<file path="src/rtl/ldst_ctrl.sv">
// Purpose: sequences one 64-bit doubleword load/store: RF read, address add, memory access, RF write-back.
// Latency: start edge -> done pulse in the 5th cycle (load) or the 4th cycle (store) when mem_ready is held high.
// Backpressure: waits in MEM for mem_ready up to TIMEOUT cycles, then aborts with err; start is ignored while busy.
//
// Ports:
//   clk, reset                   clock, asynchronous active-high reset
//   start/is_store/rs1/rs2_rd/offset   request, sampled only in IDLE
//   rf_raddr1/2, rf_rdata1/2     combinational register-file read ports
//   rf_we/rf_waddr/rf_wdata      register-file write port (load write-back)
//   mem_req/mem_we/mem_addr/mem_wdata/mem_rdata/mem_ready   data-memory port
//   busy/done/err                status; err is valid while done=1 and holds until the next start
module ldst_ctrl #(
  parameter int TIMEOUT = 15
) (
  input  logic        clk,
  input  logic        reset,
  input  logic        start,
  input  logic        is_store,
  input  logic [4:0]  rs1,
  input  logic [4:0]  rs2_rd,
  input  logic [63:0] offset,
  output logic [4:0]  rf_raddr1,
  output logic [4:0]  rf_raddr2,
  input  logic [63:0] rf_rdata1,
  input  logic [63:0] rf_rdata2,
  output logic        rf_we,
  output logic [4:0]  rf_waddr,
  output logic [63:0] rf_wdata,
  output logic        mem_req,
  output logic        mem_we,
  output logic [63:0] mem_addr,
  output logic [63:0] mem_wdata,
  input  logic [63:0] mem_rdata,
  input  logic        mem_ready,
  output logic        busy,
  output logic        done,
  output logic        err
);

  typedef enum logic [2:0] {
    S_IDLE = 3'd0,
    S_REG  = 3'd1,
    S_ADDR = 3'd2,
    S_MEM  = 3'd3,
    S_WB   = 3'd4,
    S_DONE = 3'd5
  } state_t;

  // Last wait-count value before giving up on mem_ready.
  localparam logic [7:0] LP_WAIT_LAST = 8'(TIMEOUT - 1);

  state_t      r_state;
  logic        r_is_store;
  logic [4:0]  r_rs1;
  logic [4:0]  r_rd;
  logic [63:0] r_offset;
  logic [63:0] r_base;
  logic [63:0] r_sdata;
  logic [63:0] r_addr;
  logic [63:0] r_rdata;
  logic [7:0]  r_wait;
  logic        r_busy;
  logic        r_done;
  logic        r_err;
  logic        r_mem_req;
  logic        r_mem_we;
  logic        r_rf_we;

  // Wrapping 64-bit add; the alignment decision uses this sum in the same cycle it is registered.
  logic [63:0] w_addr;
  assign w_addr = r_base + r_offset;

  always_ff @(posedge clk or posedge reset) begin
    if (reset) begin
      r_state    <= S_IDLE;
      r_is_store <= 1'b0;
      r_rs1      <= '0;
      r_rd       <= '0;
      r_offset   <= '0;
      r_base     <= '0;
      r_sdata    <= '0;
      r_addr     <= '0;
      r_rdata    <= '0;
      r_wait     <= '0;
      r_busy     <= 1'b0;
      r_done     <= 1'b0;
      r_err      <= 1'b0;
      r_mem_req  <= 1'b0;
      r_mem_we   <= 1'b0;
      r_rf_we    <= 1'b0;
    end else begin
      case (r_state)
        S_IDLE: begin
          if (start) begin
            r_is_store <= is_store;
            r_rs1      <= rs1;
            r_rd       <= rs2_rd;
            r_offset   <= offset;
            r_err      <= 1'b0;
            r_busy     <= 1'b1;
            r_state    <= S_REG;
          end
        end
        S_REG: begin
          r_base  <= rf_rdata1;
          r_sdata <= rf_rdata2;
          r_state <= S_ADDR;
        end
        S_ADDR: begin
          r_addr <= w_addr;
          r_wait <= '0;
          if (w_addr[2:0] != 3'b000) begin
            // Misaligned doubleword: skip memory and write-back entirely.
            r_err   <= 1'b1;
            r_done  <= 1'b1;
            r_state <= S_DONE;
          end else begin
            r_mem_req <= 1'b1;
            r_mem_we  <= r_is_store;
            r_state   <= S_MEM;
          end
        end
        S_MEM: begin
          // mem_ready takes priority over the timeout in the same cycle.
          if (mem_ready) begin
            r_mem_req <= 1'b0;
            r_mem_we  <= 1'b0;
            if (r_is_store) begin
              r_done  <= 1'b1;
              r_state <= S_DONE;
            end else begin
              r_rdata <= mem_rdata;
              r_rf_we <= (r_rd != 5'd0);
              r_state <= S_WB;
            end
          end else if (r_wait == LP_WAIT_LAST) begin
            r_mem_req <= 1'b0;
            r_mem_we  <= 1'b0;
            r_err     <= 1'b1;
            r_done    <= 1'b1;
            r_state   <= S_DONE;
          end else begin
            r_wait <= r_wait + 8'd1;
          end
        end
        S_WB: begin
          r_rf_we <= 1'b0;
          r_done  <= 1'b1;
          r_state <= S_DONE;
        end
        S_DONE: begin
          r_done  <= 1'b0;
          r_busy  <= 1'b0;
          r_state <= S_IDLE;
        end
        default: begin
          r_mem_req <= 1'b0;
          r_mem_we  <= 1'b0;
          r_rf_we   <= 1'b0;
          r_done    <= 1'b0;
          r_busy    <= 1'b0;
          r_state   <= S_IDLE;
        end
      endcase
    end
  end

  assign rf_raddr1 = r_rs1;
  assign rf_raddr2 = r_rd;
  assign rf_we     = r_rf_we;
  assign rf_waddr  = r_rd;
  assign rf_wdata  = r_rdata;
  assign mem_req   = r_mem_req;
  assign mem_we    = r_mem_we;
  assign mem_addr  = r_addr;
  assign mem_wdata = r_sdata;
  assign busy      = r_busy;
  assign done      = r_done;
  assign err       = r_err;

endmodule
</file>
<file path="config.mk">
export PLATFORM = sky130hd
export DESIGN_NAME = ldst_ctrl
export DESIGN_NICKNAME = d
export VERILOG_FILES = /design/src/rtl/ldst_ctrl.sv
export SDC_FILE = /design/constraint.sdc
export NUM_CORES = 1
export LEC_CHECK = 0
export ABC_AREA = 1
export BUFFER_PORTS_ARGS = -buffer_cell sky130_fd_sc_hd__buf_2
export CORE_UTILIZATION = 46
export CTS_CLUSTER_SIZE = 12
export DETAILED_ROUTE_END_ITERATION = 8
export GPL_ROUTABILITY_DRIVEN = 1
export MAX_ROUTING_LAYER = met4
export PLACE_DENSITY = 0.79
export SLEW_MARGIN = 20
export SYNTH_ARGS = -nofsm -noshare
export SYNTH_HDL_FRONTEND = slang
export SYNTH_SLANG_ARGS = --single-unit
</file>
<file path="constraint.sdc">
create_clock -name clk -period 37.3 [get_ports clk]
set_clock_uncertainty 0.2 [all_clocks]
set_input_delay 7.46 -clock clk [delete_from_list [all_inputs] [get_ports clk]]
set_output_delay 7.46 -clock clk [all_outputs]
set_load 0.1 [all_outputs]
</file>
# Yosys cells after proc, flatten, opt, wreduce, memory -nomap -nowiden
# Cells that the tools add are included.
dict set report totals {
  register_bits 348
  input_bits 271
  output_inout_bits 213
  elab_cells 85
}
dict set report classes {
  addsub 2
  eq_ne 16
  muxes 28
  bitwise_logic 5
  reduce_logical 18
}
# op n
set ops {}
lappend ops {{64-bit adder} 1}
lappend ops {{8-bit 2-to-1 mux} 2}
lappend ops {{2-bit != test (second input constant)} 8}
lappend ops {{8-bit one-hot mux with 2 select lines} 1}
lappend ops {{3-bit one-hot mux with 5 select lines} 1}
lappend ops {{1-bit 2-to-1 mux} 14}
lappend ops {{3-bit 2-to-1 mux} 4}
lappend ops {{3-bit AND reduction} 4}
lappend ops {{4-bit OR reduction} 3}
lappend ops {{1-bit one-hot mux with 3 select lines} 3}
lappend ops {{8-bit by 1-bit adder with 8-bit output (second input constant)} 1}
lappend ops {{8-bit by 4-bit == test with 1-bit output (second input constant)} 1}
lappend ops {{3-bit by 2-bit == test with 1-bit output (second input constant)} 2}
lappend ops {{3-bit == test (second input constant)} 2}
lappend ops {{3-bit != test (second input constant)} 2}
lappend ops {{2-bit AND reduction} 3}
lappend ops {{3-bit nonzero test} 2}
lappend ops {{1-bit NOT} 5}
lappend ops {{5-bit AND reduction} 1}
lappend ops {{5-bit nonzero test} 1}
lappend ops {{1-bit one-hot mux with 2 select lines} 2}
lappend ops {{1-bit one-hot mux with 4 select lines} 1}
lappend ops {{4-bit AND reduction} 1}
lappend ops {{3-bit by 1-bit == test with 1-bit output (second input constant)} 1}
lappend ops {{3 further kinds} 3}

# Depth between registers and ports, before layout
# Gate-level depths: netlist of run 1.
dict set report logic_depth {
  depth_word 4
  mapped_depth 16
  depth_no_buf 16
}

# Least setup slack after synthesis of run 1
# No wires, ideal clock.
dict set report synth_timing {
  path_kind {flip-flop to output port}
  from {register r_rd[4] (netlist: rf_raddr2[4])}
  to {output port rf_waddr[4]}
  arrival_ns 1.352
  t_required_ns 29.640
  slack_ns 28.288
  stages_incl_launch_ff 2
  n_path_buf 1
  cell_sequence {dfrtp_1 -> buf_4}
}
# item line
set synth_lines {}
lappend synth_lines {{from (decl)} 55} ;# logic [4:0] r_rd;
lappend synth_lines {{from (signal assigned)} 97} ;# r_rd <= rs2_rd;
lappend synth_lines {{to (decl)} 27} ;# output logic [4:0] rf_waddr,
# No word-level cell between the ends.

# Worst setup path in the final report of run 1
dict set report layout_timing {
  from {register r_rd[3] (netlist: rf_raddr2[3])}
  to {output port rf_raddr2[3]}
}
# item line
set layout_lines {}
lappend layout_lines {{to (decl)} 23} ;# output logic [4:0] rf_raddr2,
# No word-level cell between the ends.

==> impl_metrics.env, run 1 <==
export IMPL_status="finished, final reports clean"
export IMPL_share_of_layout_cells_above_drive_strength_1_pct=23.7
export IMPL_cp_cell_sequence="buf_2"
export IMPL_layout_worst_path_cycle_share_pct=24.7
export IMPL_clkSinkCount=348
export IMPL_cts_tree="done"
export IMPL_holdCritPathClass="register to register"
export IMPL_std_cell_rows=73
export IMPL_area_used_by_multi_input_combinational_logic_sq_um=8580
export IMPL_place_port_buffers=483
export IMPL_synth_top_cell_by_area="dfrtp_1"
export IMPL_initial_antenna_violation_count=3
export IMPL_setup_tns_ns=0
export IMPL_track_usage_pct=30.6
export IMPL_area_growth_synth_to_final_pct=21.8
export IMPL_die_y_um=205
export IMPL_timing_max_transition_violations_final=0
export IMPL_gpl_final_weighted_congestion=1.00
export IMPL_number_of_remaining_drc_errors=0
export IMPL_timing_slew_headroom_pct=27.7
export IMPL_routed_via_density=4.98
export IMPL_core_area_sq_um=40200
export IMPL_place_detailed_hpwl_um=48500
export IMPL_highest_clock_rate_mhz=109
export IMPL_clock_latency_reported_for_the_late_side_of_the_worst_skew_pair_ns=0.59
export IMPL_post_cts_hold_buffer_count=0
export IMPL_detail_route_iter0_violations=1191
export IMPL_critical_path_class="register to primary output"
export IMPL_synth_top_cell_area_share_pct=45.9
export IMPL_tritoncts_num_buffers=40
export IMPL_ios=484
export IMPL_critical_path_top_delay_family="buffers and inverters"
export IMPL_post_synth_num_cell_types=42
export IMPL_cts_resized=0
export IMPL_fin_ws_ns=28.10
export IMPL_final_number_of_hold_violating_endpoints=0
export IMPL_route_detailed_wl_per_inst_um=17.8
export IMPL_initial_core_util_pct=47.2
export IMPL_netlist_top_cells_area="dfrtp_1 (46%), nand2_1 (22%), mux2_2 (7.5%), inv_1 (7.0%), ha_1 (4.3%)"
export IMPL_detailroute_via_count=17436
export IMPL_first_global_vias=17571
export IMPL_crit_required_ns=29.64
export IMPL_worst_endpoint_arrival_ns=1.54
export IMPL_die_area_sq_um=42000
export IMPL_drtPass1Iterations=8
export IMPL_syn_area_sq_um=19000
export IMPL_grt_start_max_net_pins=141
export IMPL_cts_htree_levels=2
export IMPL_fillCellCount=3710
export IMPL_register_area_sq_um=8710
export IMPL_fin_nets=3279
export IMPL_clock_tree_buffer_depth=3
export IMPL_ys_ff_latch=348
export IMPL_synthesis_area_per_instance_sq_um=7.68
export IMPL_cts_root_buf="clkbuf_16"
export IMPL_critical_path_max_stage_delay_ns=0.53
export IMPL_routed_wl_um=62200
export IMPL_setup_viol=0
export IMPL_die_width_um=205
export IMPL_postCtsSetupBuffers=0
export IMPL_timing_critical_path_to_type="primary output"
export IMPL_max_cap_violations=0
export IMPL_remaining_antenna_violation_count_after_routing=0
export IMPL_total_gr_overflow=0
export IMPL_grt_setup_unrepaired="false"
export IMPL_timing_critical_path_buf_inv=1
export IMPL_dpl_worst_slack_ns=27.65
export IMPL_critical_path_peak_fanout=3
export IMPL_yosysWarningCount=0
export IMPL_ff2ff_setup_slack_ns=34.41
export IMPL_worst_slew_pin_transition_ns=1.08
export IMPL_synth_yosys_seq_area_share_pct=45.9
export IMPL_critPathSlowestCell="buf_2"
export IMPL_worstSetupStartpointType="register"
export IMPL_timing_final_crit_period_ns=9.20
export IMPL_grt_pass1_wl_um=95400
export IMPL_cts_clk_slew_worst_paths_ns=0.06
export IMPL_post_synthesis_cells=2469
export IMPL_syn_num_nets=2806
## final cells by class
| type | count | area share, % |
|---|---|---|
| inverters | 357 | 5.86 |
| clock buffers | 58 | 4.93 |
| well taps | 525 | 2.85 |
| repair buffers | 492 | 10.8 |
| multi-input cells | 1703 | 37.2 |
| clock inverters | 12 | 0.661 |
| flip-flops and latches | 348 | 37.7 |
| diodes | 3 | 0.0325 |
## placed cells by master, fill, tap and decap left out, drive strengths merged, types with 2 or more instances in the layout
cell type,count
a21oi,45
a31oi,2
and2,2
buf,492
clkbuf,58
clkinv,9
dfrtp,348
diode,3
ha,65
inv,359
mux2,127
nand2,1127
nand3,80
nand3b,11
nand4,5
nor2,124
nor3,15
nor4,6
o21ai,48
o21bai,2
o31ai,3
xnor2,30
xor2,4
## per-stage QoR
step	hold slack, ns	util [%]	cell area [sq um]	std cells
floorplan	0.255	-	19000	2469
global placement	0.254	54.2	21800	3425
detailed placement	0.254	54.2	21800	3425
CTS	0.268	57.4	23100	3495
global route	0.282	57.4	23100	3497
finish	0.266	57.4	23100	3498
## state kept, by name, indices dropped and copies added, names as in the netlist
register	flops
r_offset	64
r_wait	8
rf_wdata	64
err	1
mem_we	1
r_state	3
rf_raddr2	5
mem_wdata	64
rf_we	1
mem_req	1
mem_addr	64
done	1
rf_raddr1	5
r_base	64
busy	1
r_is_store	1
## worst register-to-register path: cells and delay by family (launching register included)
kind | cells | cell delay [ns]
AND/OR/NAND/NOR | 4 | 0.65
flip-flops | 1 | 0.57
buffers and inverters | 4 | 1.34
## layer usage
metal / track usage, % / part of all wire, %
met4: 13.2 / 4.1
met5: - / 0
met1: 36.1 / 40
met3: 4.23 / 5.9
met2: 52.2 / 50
## cells by family after synthesis
logic type	synth area share, %
flip-flops	45.9
XOR/XNOR	1.57
multiplexers	7.60
AND/OR/NAND/NOR	28.7
adder cells (fa/ha/maj)	4.40
AO/OA/AOI/OAI	2.94
buffers and inverters	8.88
## synth_stat cells
| master | number |
|---|---|
| nand2_1 | 1119 |
| inv_1 | 351 |
| dfrtp_1 | 348 |
| mux2_2 | 127 |
| nor2_1 | 119 |
| nand3_1 | 79 |
| ha_1 | 65 |
| a21oi_1 | 45 |
| o21ai_0 | 39 |
| xnor2_1 | 30 |
| buf_2 | 25 |
| clkbuf_1 | 20 |
| nor3_1 | 12 |
| nand3b_1 | 11 |
| o21ai_1 | 9 |
| buf_4 | 7 |
| buf_6 | 7 |
| nor4_1 | 6 |
| nand4_1 | 5 |
| inv_2 | 4 |
| nand2_2 | 4 |
| nand2_4 | 4 |
| nor2_4 | 4 |
| xor2_1 | 4 |
| a31oi_1 | 2 |
| and2_1 | 2 |
| buf_1 | 2 |
| inv_4 | 2 |
| nor3_2 | 2 |
| o21bai_1 | 2 |
| o31ai_1 | 2 |
| a211oi_1 | 1 |
| a21boi_0 | 1 |
| fa_1 | 1 |
| mux2i_1 | 1 |
| nand3_2 | 1 |
| nor2_2 | 1 |
| nor3_4 | 1 |
| o2111ai_1 | 1 |
| o211ai_1 | 1 |
| o22ai_1 | 1 |
| o31ai_2 | 1 |
## worst paths after layout
path                         startpoint      endpoint  cells after the start
setup / recovery           rf_raddr2[3]  rf_raddr2[3]                      1
hold / removal             rf_wdata[51]  rf_wdata[51]                      2
min in group asynchronous         reset  rf_raddr1[0]                      2
hold reg to reg            rf_wdata[51]  rf_wdata[51]                      2
setup reg to reg             r_state[0]  rf_wdata[15]                      8
max in group asynchronous         reset  rf_wdata[51]                      3
Power of run 1 is left out: the tool's default activity adds up to more than one toggle a clock period on the data nets, which glitch-free logic cannot reach.
==> inputs of run 2 (changes only) <==
==> constraint.sdc (replaced) <==
create_clock -name clk -period 9.2 [get_ports clk]
set_clock_uncertainty 0.2 [all_clocks]
set_input_delay 1.84 -clock clk [delete_from_list [all_inputs] [get_ports clk]]
set_output_delay 1.84 -clock clk [all_outputs]
set_load 0.1 [all_outputs]
==> run 2 against run 1 <==
  * Via count is 0.71% lower
  * First-iteration DRC count is 9.0% lower
  * Flip-flop and latch count stayed put
  * Sequential share of layout area is 0.055 points higher
  * Global-route usage decreased by 0.22 points
  * Cell area decreased by 0.15%
  * Routed wire length decreased by 0.38%
  * Utilization is 0.084 points lower
  * Die area unchanged
  * Non-clock buffer count up 2
  * Hold slack better by 0.00095 ns
  * Final cell count decreased by 0.20%
  * Critical endpoint is now rf_raddr2[2]
  * Highest routed layer unchanged
==> impl_metrics.env, run 2 (synthesis results as in run 1) <==
export IMPL_status="finished, final reports clean"
export IMPL_ff2ff_setup_slack_ns=6.07
export IMPL_critical_path_peak_fanout=71
export IMPL_cts_htree_levels=2
export IMPL_route_detailed_wl_per_inst_um=17.7
export IMPL_timing_critical_path_to_type="register"
export IMPL_min_from="rf_wdata[15]"
export IMPL_routed_via_density=4.96
export IMPL_worstSetupStartpointType="input pin"
export IMPL_r2r_worst_path_cells=7
export IMPL_total_gr_overflow=0
export IMPL_initial_core_util_pct=47.2
export IMPL_max_cap_violations=0
export IMPL_first_global_vias=17350
export IMPL_worst_endpoint_arrival_ns=3.84
export IMPL_ios=484
export IMPL_die_area_sq_um=42000
export IMPL_holdPathEnd="rf_wdata[15]"
export IMPL_grt_start_max_net_pins=142
export IMPL_initial_antenna_violation_count=5
export IMPL_area_growth_synth_to_final_pct=21.6
export IMPL_postCtsSetupBuffers=0
export IMPL_clkSinkCount=348
export IMPL_final_common_cell="nand2_1"
export IMPL_crit_reg2reg_capture="rf_raddr2[2]"
export IMPL_timing_max_transition_violations_final=0
export IMPL_worst_slew_pin_transition_ns=1.04
export IMPL_share_of_layout_cells_above_drive_strength_1_pct=23.7
export IMPL_detailroute_via_count=17313
export IMPL_clock_latency_reported_for_the_late_side_of_the_worst_skew_pair_ns=0.57
export IMPL_crit_required_ns=9.43
export IMPL_track_usage_pct=30.4
export IMPL_setup_viol=0
export IMPL_place_detailed_hpwl_um=48600
export IMPL_grt_pass1_wl_um=94800
export IMPL_final_cell_mix="nand2_1 (1118), buf_2 (483), inv_1 (350)"
export IMPL_setup_tns_ns=0
export IMPL_tritoncts_num_buffers=38
export IMPL_remaining_antenna_violation_count_after_routing=0
export IMPL_cts_resized=0
export IMPL_detail_route_iter0_violations=1084
export IMPL_holdCritPathClass="register to register"
export IMPL_highest_clock_rate_mhz=277
export IMPL_cts_root_buf="clkbuf_16"
export IMPL_crit_reg2reg_launch="r_state[0]"
export IMPL_core_area_sq_um=40200
export IMPL_drtPass1Iterations=5
export IMPL_fin_nets=3279
export IMPL_cts_tree="done"
export IMPL_place_port_buffers=483
export IMPL_grt_setup_unrepaired="false"
export IMPL_timing_final_crit_period_ns=3.61
export IMPL_layout_worst_path_cycle_share_pct=39.3
export IMPL_die_width_um=205
export IMPL_post_cts_hold_buffer_count=0
export IMPL_std_cell_rows=73
export IMPL_die_y_um=205
export IMPL_gpl_final_weighted_congestion=0.979
export IMPL_routed_wl_um=61900
export IMPL_timing_slew_headroom_pct=30.4
export IMPL_number_of_remaining_drc_errors=0
export IMPL_clock_tree_buffer_depth=3
export IMPL_final_number_of_hold_violating_endpoints=0
export IMPL_critical_path_class="input pin to register"
export IMPL_cts_clk_slew_worst_paths_ns=0.06
export IMPL_timing_hold_worst_path_depth=2
-- run 2: stage by stage --
step	hold WS (ns)	std cells	util [%]	area [sq um]	worst slack (ns)
after floorplan	0.255	2469	-	19000	2.50
after global placement	0.253	3425	54.2	21800	5.15
after detailed placement	0.253	3425	54.2	21800	5.03
after CTS	0.267	3485	57.2	23000	5.62
after global routing	0.287	3491	57.4	23100	5.39
final	0.267	3491	57.4	23100	5.59
-- run 2: layout make-up --
| cell class | instances | area, sq um |
|---|---|---|
| Fill cell | 3763 | 17100 |
| Multi-Input combinational cell | 1703 | 8580 |
| Inverter | 357 | 1350 |
| Clock inverter | 12 | 161 |
| Antenna cell | 4 | 10.0 |
| Timing Repair Buffer | 494 | 2550 |
| Tap cell | 525 | 657 |
| Sequential cell | 348 | 8710 |
| Clock buffer | 48 | 1040 |
-- run 2: routing by layer --
layer | wire, um | GRT usage [%] | up-vias | part of all wire (%)
met5 | 0 | - | - | 0
met4 | 2430 | 12.1 | 0 | 3.9
met3 | 3740 | 4.17 | 119 | 6.0
met2 | 30100 | 50.7 | 619 | 49
met1 | 25700 | 37.3 | 8103 | 41
li1 | - | - | 8472 | -
-- run 2: worst max-delay path: stages --
cell and delay (ns):
buf_2 0.11, nand3_2 0.06, buf_4 0.59, inv_2 0.52, buf_4 0.43, nand2_1 0.12, o21ai_0 0.10
-- run 2: how the worst max path moves through the flow --
stage	from	end	slack [ns]	depth (start not counted)
2_1_floorplan	reset	busy	2.50	1
5_1_grt	start	rf_raddr2[0]	5.39	7
4_1_cts	start	rf_raddr2[2]	5.62	7
6_report	start	rf_raddr2[2]	5.59	7
3_3_place_gp	start	r_offset[1]	5.15	7
3_5_place_dp	start	rf_raddr2[2]	5.03	7
Power of run 2 is left out for the same reason.
